### config.mk
export PLATFORM = sky130hd
export DESIGN_NAME = sseg_scan_hex
export DESIGN_NICKNAME = d
export VERILOG_FILES = /design/src/rtl/sseg_scan_hex.sv
export SDC_FILE = /design/constraint.sdc
export NUM_CORES = 1
export LEC_CHECK = 0
export CAP_MARGIN = 30
export CORE_MARGIN = 10
export CORE_UTILIZATION = 40
export DETAILED_ROUTE_END_ITERATION = 10
export GPL_TIMING_DRIVEN = 0
export HOLD_SLACK_MARGIN = 0.03
export PLACE_DENSITY = 0.69
export SLEW_MARGIN = 20
export SYNTH_ARGS = -nofsm -noshare
export SYNTH_HDL_FRONTEND = slang
export SYNTH_SLANG_ARGS = --single-unit
### constraint.sdc
create_clock -name clk -period 3.1 [get_ports clk]
set_clock_uncertainty 0.05 [all_clocks]
set_input_delay 0.775 -clock clk [delete_from_list [all_inputs] [get_ports clk]]
set_output_delay 0.775 -clock clk [all_outputs]
set_load 0.01 [all_outputs]
### src/rtl/sseg_scan_hex.sv
// Time-multiplexed common-anode hex display driver: refresh prescaler, frame-synchronous
// input capture, per-digit blanking, decimal points and leading-zero suppression.
module sseg_scan_hex #(
  parameter int unsigned NDIG     = 4,
  parameter int unsigned PRESCALE = 50000
) (
  input  logic                 clk,
  input  logic                 clr,
  input  logic [4*NDIG-1:0]    x,
  input  logic [NDIG-1:0]      dp_in,
  input  logic [NDIG-1:0]      blank,
  input  logic                 lzb,
  input  logic                 en,
  output logic [NDIG-1:0]      an,
  output logic [6:0]           seg,
  output logic                 dp,
  output logic                 frame
);

  localparam int unsigned CW = (PRESCALE > 1) ? $clog2(PRESCALE) : 1;
  localparam int unsigned IW = (NDIG > 1) ? $clog2(NDIG) : 1;
  localparam logic [CW-1:0] CNT_MAX = CW'(PRESCALE - 1);
  localparam logic [IW-1:0] IDX_MAX = IW'(NDIG - 1);

  logic [CW-1:0]     r_cnt;
  logic [IW-1:0]     r_idx;
  logic              r_primed;
  logic [4*NDIG-1:0] r_x_s;
  logic [NDIG-1:0]   r_dp_s;
  logic [NDIG-1:0]   r_blank_s;
  logic              r_lzb_s;
  logic [NDIG-1:0]   r_an;
  logic [6:0]        r_seg;
  logic              r_dp;
  logic              r_frame;

  logic              w_tick;
  logic              w_load;
  logic [NDIG-1:0]   w_lz_dark;
  logic [3:0]        w_nib;
  logic              w_dark;
  logic              w_dp_sel;
  logic [6:0]        w_seg_dec;

  assign w_tick = en && (r_cnt == CNT_MAX);
  assign w_load = !r_primed || (w_tick && (r_idx == IDX_MAX));

  // A digit is LZ-dark when it and every more-significant shadow nibble is zero; digit 0 never is.
  always_comb begin
    logic w_zacc;
    w_lz_dark = '0;
    w_zacc    = 1'b1;
    for (int i = NDIG - 1; i >= 1; i--) begin
      w_zacc       = w_zacc && (r_x_s[4*i +: 4] == 4'h0);
      w_lz_dark[i] = r_lzb_s && w_zacc;
    end
  end

  assign w_nib    = 4'(r_x_s >> {r_idx, 2'b00});
  assign w_dp_sel = 1'(r_dp_s >> r_idx);
  assign w_dark   = 1'(r_blank_s >> r_idx) || 1'(w_lz_dark >> r_idx);

  always_comb begin
    w_seg_dec = 7'h7F;
    case (w_nib)
      4'h0: w_seg_dec = 7'h40;
      4'h1: w_seg_dec = 7'h79;
      4'h2: w_seg_dec = 7'h24;
      4'h3: w_seg_dec = 7'h30;
      4'h4: w_seg_dec = 7'h19;
      4'h5: w_seg_dec = 7'h12;
      4'h6: w_seg_dec = 7'h02;
      4'h7: w_seg_dec = 7'h78;
      4'h8: w_seg_dec = 7'h00;
      4'h9: w_seg_dec = 7'h10;
      4'hA: w_seg_dec = 7'h08;
      4'hB: w_seg_dec = 7'h03;
      4'hC: w_seg_dec = 7'h46;
      4'hD: w_seg_dec = 7'h21;
      4'hE: w_seg_dec = 7'h06;
      4'hF: w_seg_dec = 7'h0E;
      default: w_seg_dec = 7'h7F;
    endcase
  end

  // Prescaler and digit index; both hold while en is low.
  always_ff @(posedge clk or posedge clr) begin
    if (clr) begin
      r_cnt <= '0;
      r_idx <= '0;
    end else if (en) begin
      r_cnt <= w_tick ? '0 : r_cnt + CW'(1);
      if (w_tick) r_idx <= (r_idx == IDX_MAX) ? '0 : r_idx + IW'(1);
    end
  end

  // Shadow capture at frame boundaries so a frame never mixes old and new values.
  always_ff @(posedge clk or posedge clr) begin
    if (clr) begin
      r_primed  <= 1'b0;
      r_x_s     <= '0;
      r_dp_s    <= '0;
      r_blank_s <= '0;
      r_lzb_s   <= 1'b0;
      r_frame   <= 1'b0;
    end else begin
      r_frame <= w_load;
      if (w_load) begin
        r_primed  <= 1'b1;
        r_x_s     <= x;
        r_dp_s    <= dp_in;
        r_blank_s <= blank;
        r_lzb_s   <= lzb;
      end
    end
  end

  always_ff @(posedge clk or posedge clr) begin
    if (clr) begin
      r_an  <= '1;
      r_seg <= 7'h7F;
      r_dp  <= 1'b1;
    end else if (!en || w_dark) begin
      r_an  <= '1;
      r_seg <= 7'h7F;
      r_dp  <= 1'b1;
    end else begin
      r_an  <= ~(NDIG'(1) << r_idx);
      r_seg <= w_seg_dec;
      r_dp  <= ~w_dp_sel;
    end
  end

  assign an    = r_an;
  assign seg   = r_seg;
  assign dp    = r_dp;
  assign frame = r_frame;

endmodule

==> metrics list, run 1 <==
- TritonCTS clock tree: done
* Clock network latency to the later pin of the worst-skew pair: 0.33 ns
* WHS Endpoint: r_cnt[15]$_DFFE_PP0P_
* FFs w/ async S/R, synth: 100%
* Worst r2r path cells: 6
* Post-DP HPWL: 4070 um
* # resized after CTS: 0
- Crit end category: register
- The core region is 6870 um^2.
* Cts bufs inserted: 9
* First-pass DRT Iterations: 4
* Total detailed-routing wirelength: 5710 um
* Die width: 105 um
- In this run the core area contains 30 standard-cell rows.
* Worst min-delay path startpoint: r_cnt[15]$_DFFE_PP0P_
- STA classifies the critical path startpoint as a register.
* Average wire per standard cell: 15.1 um
- In this run the register-to-register setup slack is 0.78 ns.
- Clock period minus final worst setup slack: 2.32 ns
- Flop pwr share: 44.6%
- Net Sw Power: 500 uW
* Final hold viol count: 0
* Sum of negative setup slack: 0 ns
- Proportion of total power due to net switching: 24.8%
- 41 I/O pins were placed.
- Fin crit share: 74.7%
- For this run, the number of Yosys warnings is 0.
- CTS built an H-tree with a depth of 3.
- Cell internal power dissipation: 1.52 mW
- Required time of the critical path: 3.29 ns
- Entering global routing, the biggest net connects 58 pins.
- Excluding fillers, the count of instances in the completed layout stands at 377.
- For this block, the initial DRC count from the detailed router was 67.
- Synthesized area per cell: 12.7 um^2
* Sum of overflow across all layers after global routing: 0
- Final antenna diode count: 0
- Max_slew headroom: 54.4%
* Signal arrival time at the worst endpoint: 2.51 ns
* Post-detailed-route via-to-cell ratio: 4.93
- CTS placed an instance of clkbuf_8 at the clock tree root.
- In this run the static leakage power is 1.57 nW.
* R2R Path Start: r_idx[0]$_DFFE_PP0P_
* Net count reported at finish: 315
- Of all nets on the critical path, the largest fanout is 10.
- DRC violation count after routing: 0
* Quantity of hold-fixing buffers added after cts: 0
* Routability-driven placement congestion ratio: 0.788
- In this run, synthesis produced a sequential element count of 57.
- Post-CTS timing repair inserted 0 buffers for setup.
- Power per cell area: 560 nW/um^2
- Of the total power, the clock network draws 39.1%.
* Cell area reported after detailed placement: 3380 um^2
* Via count of the first global-routing pass: 1916
- The first global-routing pass estimated 9660 um of wire.
* Net count of the mapped netlist: 265
- Hold depth: 1
- Count of final setup violators: 0
* Max-cap viol count: 0
* Slew at the pin closest to its max-slew limit: 0.681 ns
- Max-slew violation count: 0
* Dominant register cell in the synthesized netlist: dfrtp_1
* Share of power burned in combinational logic: 16.3%
- The worst setup path is of the reg -> reg kind.
* DIE AREA: 11000 um^2
* Sequential cell area fraction in the yosys report: 50.3%
- For this configuration, the core starts out at a cell density of 41.7%.
- Via count: 1859
* Share of layout cells above drive strength 1: 24.9%
- Highest attainable clock frequency: 432 MHz
- The worst register-to-register path ends at seg[3]$_DFF_PP1_.
* Tot GR Track Use: 10.8%
- Counting distinct cell types in the post-synthesis netlist gives 40.
* Clock sink count: 57
- DP Cell Count: 361
- From bottom edge to top edge, the die measures 105 um.
- The detail route stage leaves a number of antenna-violating nets equal to 0.
- Counting every instance in the synthesized netlist gives 226.
- Status: finished clean
* CTS max path bufs: 2
- Type of the worst min-delay path: reg -> reg
- The mapped netlist covers 2870 um^2.
- Counting flops with a built-in enable in the synthesized netlist gives 0.
- The initial antenna violation count is 0.
* Maximum vdd drop: 245 uV
- Clock transition at the registers of the reported paths: 0.07 ns
- Area added between synthesis and finish: 25.7%
- Unrepaired setup endpoints after global routing: no
- Count of buffers inserted at the top-level ports: 39
* Design Area, Final: 3600 um^2
stage by stage:
step | power (mW) | hold slack [ns] | setup WS [ns] | util [%]
finish | 2.02 | 0.455 | 0.783 | 52.4
CTS | 2.04 | 0.451 | 0.767 | 52.4
global route | 2.12 | 0.480 | 0.577 | 52.4
global placement | 1.23 | 0.438 | -0.144 | 49.2
detailed placement | 1.24 | 0.442 | 0.482 | 49.2
floorplan | 1.13 | 0.418 | 0.830 | -
registers in the layout, summed over array words and instances (netlist names):
register	flops
r_cnt	16
r_x_s	16
seg	7
an	4
r_blank_s	4
r_dp_s	4
r_idx	2
dp	1
frame	1
r_lzb_s	1
r_primed	1
logic make-up after synthesis:
kind of cell / Yosys count / synth area share [%]
DFF: 57 / 50.3
AOI/OAI and AO/OA: 20 / 5.15
xor gates and xnor gates: 17 / 5.19
adders and majority gates: 11 / 4.80
muxes: 35 / 18.9
buffers and inverters: 20 / 3.23
and+or+nand+nor: 65 / 12.3
other: 1 / 0.131
synthesized netlist by cell type, types with 3 or more instances:
library cell  number  area share (%)
xor2_1            10             3.1
dfrtp_1           45              39
nor4_1             4            0.87
a21oi_1            3            0.52
clkbuf_1           5            0.65
nand3_1           13             2.3
dfstp_2           12              11
xnor2_1            7             2.1
and3_1             5             1.1
o211ai_1           3            0.79
mux2_2             8             3.1
nand4_1            5             1.1
nand2_1           16             2.1
nor2_1            11             1.4
mux2_4            19              10
mux4_2             7             5.5
ha_1              11             4.8
inv_1             11             1.4
o21ai_0            5            0.87
worst max-delay path, cell delays in order (launching register included):
cell     delay [ns]
dfrtp_1        0.43
buf_2          0.31
mux4_2         0.63
ha_1           0.28
or2_2          0.31
a21oi_1        0.13
o21ai_0        0.08
layout by cell type, fill, tap and decap left out, types with 2 or more instances in the layout:
cell type	synthesis	final
mux2_4	19	19
dfrtp_1	45	45
o21a_1	2	2
nor4_1	4	4
xnor2_1	7	7
o31ai_1	2	2
dfstp_2	12	12
a21oi_1	3	3
mux4_2	7	7
ha_1	11	11
clkdlybuf4s50_1	0	39
o21ai_0	5	5
nand2_1	16	16
clkbuf_8	0	11
nand4_1	5	5
and3_1	5	5
nor2_1	11	11
inv_1	11	10
bufinv_16	0	2
o211ai_1	3	3
clkbuf_1	5	8
or2_2	2	2
xor2_1	10	10
mux2_2	8	8
buf_6	2	2
nand3_1	13	13
nor3b_1	2	2
area by class of cell:
type	count	area, um^2
fillers	630	3270
flip-flops and latches	57	1440
multi-input cells	149	1330
repair buffers	39	390
clock buffers	14	163
well taps	96	120
clock inverters	2	60.1
plain buffers	9	51.3
inverters	11	43.8
worst max path at each step:
stage | from | end | slack [ns] | cells past startpoint
final | r_idx[0]$_DFFE_PP0P_ | seg[3]$_DFF_PP1_ | 0.78 | 6
after global routing | r_idx[0]$_DFFE_PP0P_ | seg[3]$_DFF_PP1_ | 0.58 | 6
after CTS | r_idx[0]$_DFFE_PP0P_ | seg[3]$_DFF_PP1_ | 0.77 | 6
after detailed placement | en | r_idx[0]$_DFFE_PP0P_ | 0.48 | 5
after global placement | clr | frame$_DFF_PP0_ | -0.14 | 2
after floorplan | en | r_idx[0]$_DFFE_PP0P_ | 0.83 | 5
power by group through the flow:
stage / registers [mW] / logic [mW] / clock network, mW
floorplan: 0.898 / 0.229 / 0
global placement: 0.908 / 0.323 / 0
detailed placement: 0.911 / 0.330 / 0
CTS: 0.899 / 0.332 / 0.805
global route: 0.912 / 0.364 / 0.843
finish: 0.899 / 0.328 / 0.789
routing by layer:
metal  routed length [um]  track usage (%)
met2                 2610             16.3
met1                 2700             13.7
met5                    0                0
met3                  301             3.01
met4                   98             5.59
Power figures use the tool's default switching activity.
==> inputs of run 2 (changes only) <==
Settings changed: PLACE_DENSITY 0.69 to 0.71.
Clock period 3.1 ns to 2 ns, I/O delays scaled along.
==> run 2 against run 1 <==
Against the previous run:
- the flow now finishes with violations (setup timing)
- count of clock-buffer cells in the layout fell by 1
- sequential share of layout area fell by 2.0 points
- non-clock buffer count rose by 20
- via count rose by 5.6%
- combinational power rose by 89%
- sequential power rose by 55%
- sequential cell count did not move
- clock power rose by 26%
- register-to-register slack got worse by 0.87 ns
- first-iteration DRC count rose to 2.5 times the previous value
- fmax rose by 11%
- power rose by 49%
- critical endpoint is now r_x_s[14]$_DFFE_PP0P_
==> metrics list, run 2 (synthesis results as in run 1) <==
- TritonCTS clock tree: done (unchanged)
- The root buffer cell is clkbuf_8 (unchanged).
- Fin worst setup slack: -0.0877 ns (was 0.783 ns)
- CTS max path bufs: 2 (unchanged)
- The insertion delay of the later-clocked pin in the worst-skew pair was 0.33 ns (about the same).
* Core footprint: 6870 um^2 (unchanged)
* Met1 Usage GRT: 14.0% (was 13.7%)
- The commonest non-fill, non-tap cell in the layout is dfrtp_1 (unchanged).
- The wire length of the first global-routing pass came to 9960 um (was 9660 um).
- Leakage: 1.69 nW (was 1.57 nW)
- The total wire length is 6040 um (was 5710 um).
* Die width: 105 um (unchanged)
- Fin crit share: 104% (was 74.7%)
- Average wire per standard cell: 15.2 um (was 15.1 um)
- The layer with the highest usage after global routing was met2 (unchanged).
- Total area of multi-input combinational cells: 1360 um^2 (was 1330 um^2)
- Startpoint-to-endpoint class of the critical path: reg -> reg (unchanged)
- Failing checks: setup timing
- The filler cell count was 578 (was 630).
- Highest attainable clock frequency: 479 MHz (was 432 MHz)
- The HPWL after detailed placement came to 4110 um (was 4070 um).
* Floorplan die height: 105 um (unchanged)
- The worst max-slew margin expressed relative to the limit came to 54.7% (was 54.4%).
- The number of buffers added to fix hold violations after cts is 0 (unchanged).
- Clock transition at the registers of the reported paths: 0.07 ns (about the same)
- The startpoint type of the worst setup path was a register (unchanged).
- The fraction of layout cells with a size suffix above 1 came to 32.6% (was 24.9%).
- First-pass DRT Iterations: 4 (unchanged)
- Cts bufs inserted: 9 (unchanged)
- The max-cap violation count is 0 (unchanged).
- The DRC violation total after the first TritonRoute iteration is 168 (was 67).
- The global-route usage over all layers was 11.3% (was 10.8%).
- Via count of the first global-routing pass: 1987 (was 1916)
* Status: finished with violations (was finished clean)
* Leading cell types in the layout, fill and taps excluded: 45 x dfrtp_1, 39 x clkdlybuf4s50_1, 19 x mux2_4 (unchanged)
* Sum of negative setup slack: -1.65 ns (was 0 ns)
- The final antenna diode count was 0 (unchanged).
* Crit end category: register (unchanged)
- The count of vias placed by the detailed router was 1964 (was 1859).
- The routing usage on met2 came to 17.6% (was 16.3%).
- The number of buffer cells added on primary ports is 39 (unchanged).
- The data required time of the worst path came to 2.16 ns (was 3.29 ns).
* Clock period minus final worst setup slack: 2.09 ns (was 2.32 ns)
* Pin count of the biggest net entering global routing: 58 (unchanged)
- The area added between synthesis and finish is 32.4% (was 25.7%).
- The number of sinks handled by clock tree synthesis is 57 (unchanged).
- The total I/O pin count was 41 (unchanged).
* Net count reported at finish: 335 (was 315)
- Maximum vdd drop: 275 uV (was 245 uV)
- Remaining antenna violation count after routing: 0 (unchanged)
- The sum of overflow across all layers after global routing is 0 (unchanged).
- Slew at the pin closest to its max-slew limit: 0.680 ns (was 0.681 ns)
- Crit path max fanout: 7 (was 10)
* Number of H-tree branching levels: 3 (unchanged)
- Final hold viol count: 0 (unchanged)
* Power per cell area: 790 nW/um^2 (was 560 nW/um^2)
- DIE AREA: 11000 um^2 (unchanged)
* Signal arrival time at the worst endpoint: 2.25 ns (was 2.51 ns)
- The number of remaining DRC errors is 0 (unchanged).
* Count of final setup violators: 25 (was 0)
- Max-slew violation count: 0 (unchanged)
- The count of standard-cell rows came to 30 (unchanged).
- Routability-driven placement congestion ratio: 0.746 (was 0.788)
- The number of vias per cell was 4.95 (was 4.93).
- The path category of the worst min-delay check is in -> reg (was reg -> reg).
* Worst hold slack: 0.451 ns (was 0.455 ns)
- The combined flip-flop and latch cell area is 1440 um^2 (unchanged).
* Unrepaired setup endpoints after global routing: yes (was no)
- Number of antenna violations at the first check in global routing: 0 (unchanged)
- The initial cell density of the core is 41.7% (unchanged).
- Final cell utilization of the core: 55.3% (was 52.4%)
- The global routing met3 resource utilization came to 3.50% (was 3.01%).
[run 2: cell count changes in the layout (fill, tap and decap cells not counted), sizes merged]
| cell | change |
|---|---|
| buf | +18 |
| bufinv | -2 |
| clkbuf | +1 |
| clkinv | +3 |
[run 2: cell type report]
| class | instances | share of cell area [%] |
|---|---|---|
| Sequential cell | 57 | 38.0 |
| Multi-Input combinational cell | 149 | 35.9 |
| Timing Repair Buffer | 59 | 15.2 |
| Clock buffer | 13 | 4.45 |
| Tap cell | 96 | 3.16 |
| Buffer | 9 | 1.85 |
| Inverter | 11 | 1.15 |
| Clock inverter | 3 | 0.396 |
[run 2: worst paths after layout]
| kind | start | to | slack [ns] | cells after the start |
|---|---|---|---|---|
| setup reg to reg | r_cnt[5]$_DFFE_PP0P_ | r_x_s[14]$_DFFE_PP0P_ | -0.09 | 5 |
| hold reg to reg | r_blank_s[1]$_DFFE_PP0P_ | r_blank_s[1]$_DFFE_PP0P_ | 0.46 | 1 |
| min in group asynchronous | clr | r_cnt[10]$_DFFE_PP0P_ | 0.58 | 2 |
| hold / removal | en | r_cnt[0]$_DFFE_PP0P_ | 0.45 | 2 |
| setup / recovery | r_cnt[5]$_DFFE_PP0P_ | r_x_s[14]$_DFFE_PP0P_ | -0.09 | 5 |
| max in group asynchronous | clr | r_x_s[9]$_DFFE_PP0P_ | 0.87 | 2 |
[run 2: what timing repair did]
item / CTS / global route
pin swaps: 4 / 3
cloned: 1 / 1
hold endpoints to repair: 0 / 0
resized for setup: 8 / 7
setup buffers: 10 / 8
setup endpoints to repair: 31 / 28
[run 2: where the power goes]
part / leakage (nW) / switching [mW] / internal [mW] / total, mW
sequential: 0.679 / 0.100 / 1.29 / 1.39
combinational: 0.912 / 0.258 / 0.361 / 0.619
clock: 0.0992 / 0.448 / 0.545 / 0.993
total: 1.69 / 0.807 / 2.19 / 3.00
[run 2: routing by layer]
| layer | part of all wire [%] | wire length [um] |
|---|---|---|
| met5 | 0 | 0 |
| met4 | 1.7 | 104 |
| met3 | 4.7 | 284 |
| met2 | 47 | 2830 |
| met1 | 47 | 2820 |
[run 2: through the flow]
stage               std cells  setup slack, ns  power (mW)  area (um^2)
floorplan                 226          -0.0103        1.75         2870
global placement          361           -0.947        1.91         3380
detailed placement        361           -0.319        1.92         3390
CTS                       388          -0.0986        2.99         3690
global route              397           -0.170        3.15         3800
finish                    397          -0.0877        3.00         3800
[run 2: worst max-delay path: stages, from the launching register on]
cell and delay [ns]:
dfrtp_1 0.38, or4_4 0.56, nor3b_4 0.23, a31oi_4 0.22
clkbuf_16 0.23, mux2_4 0.29
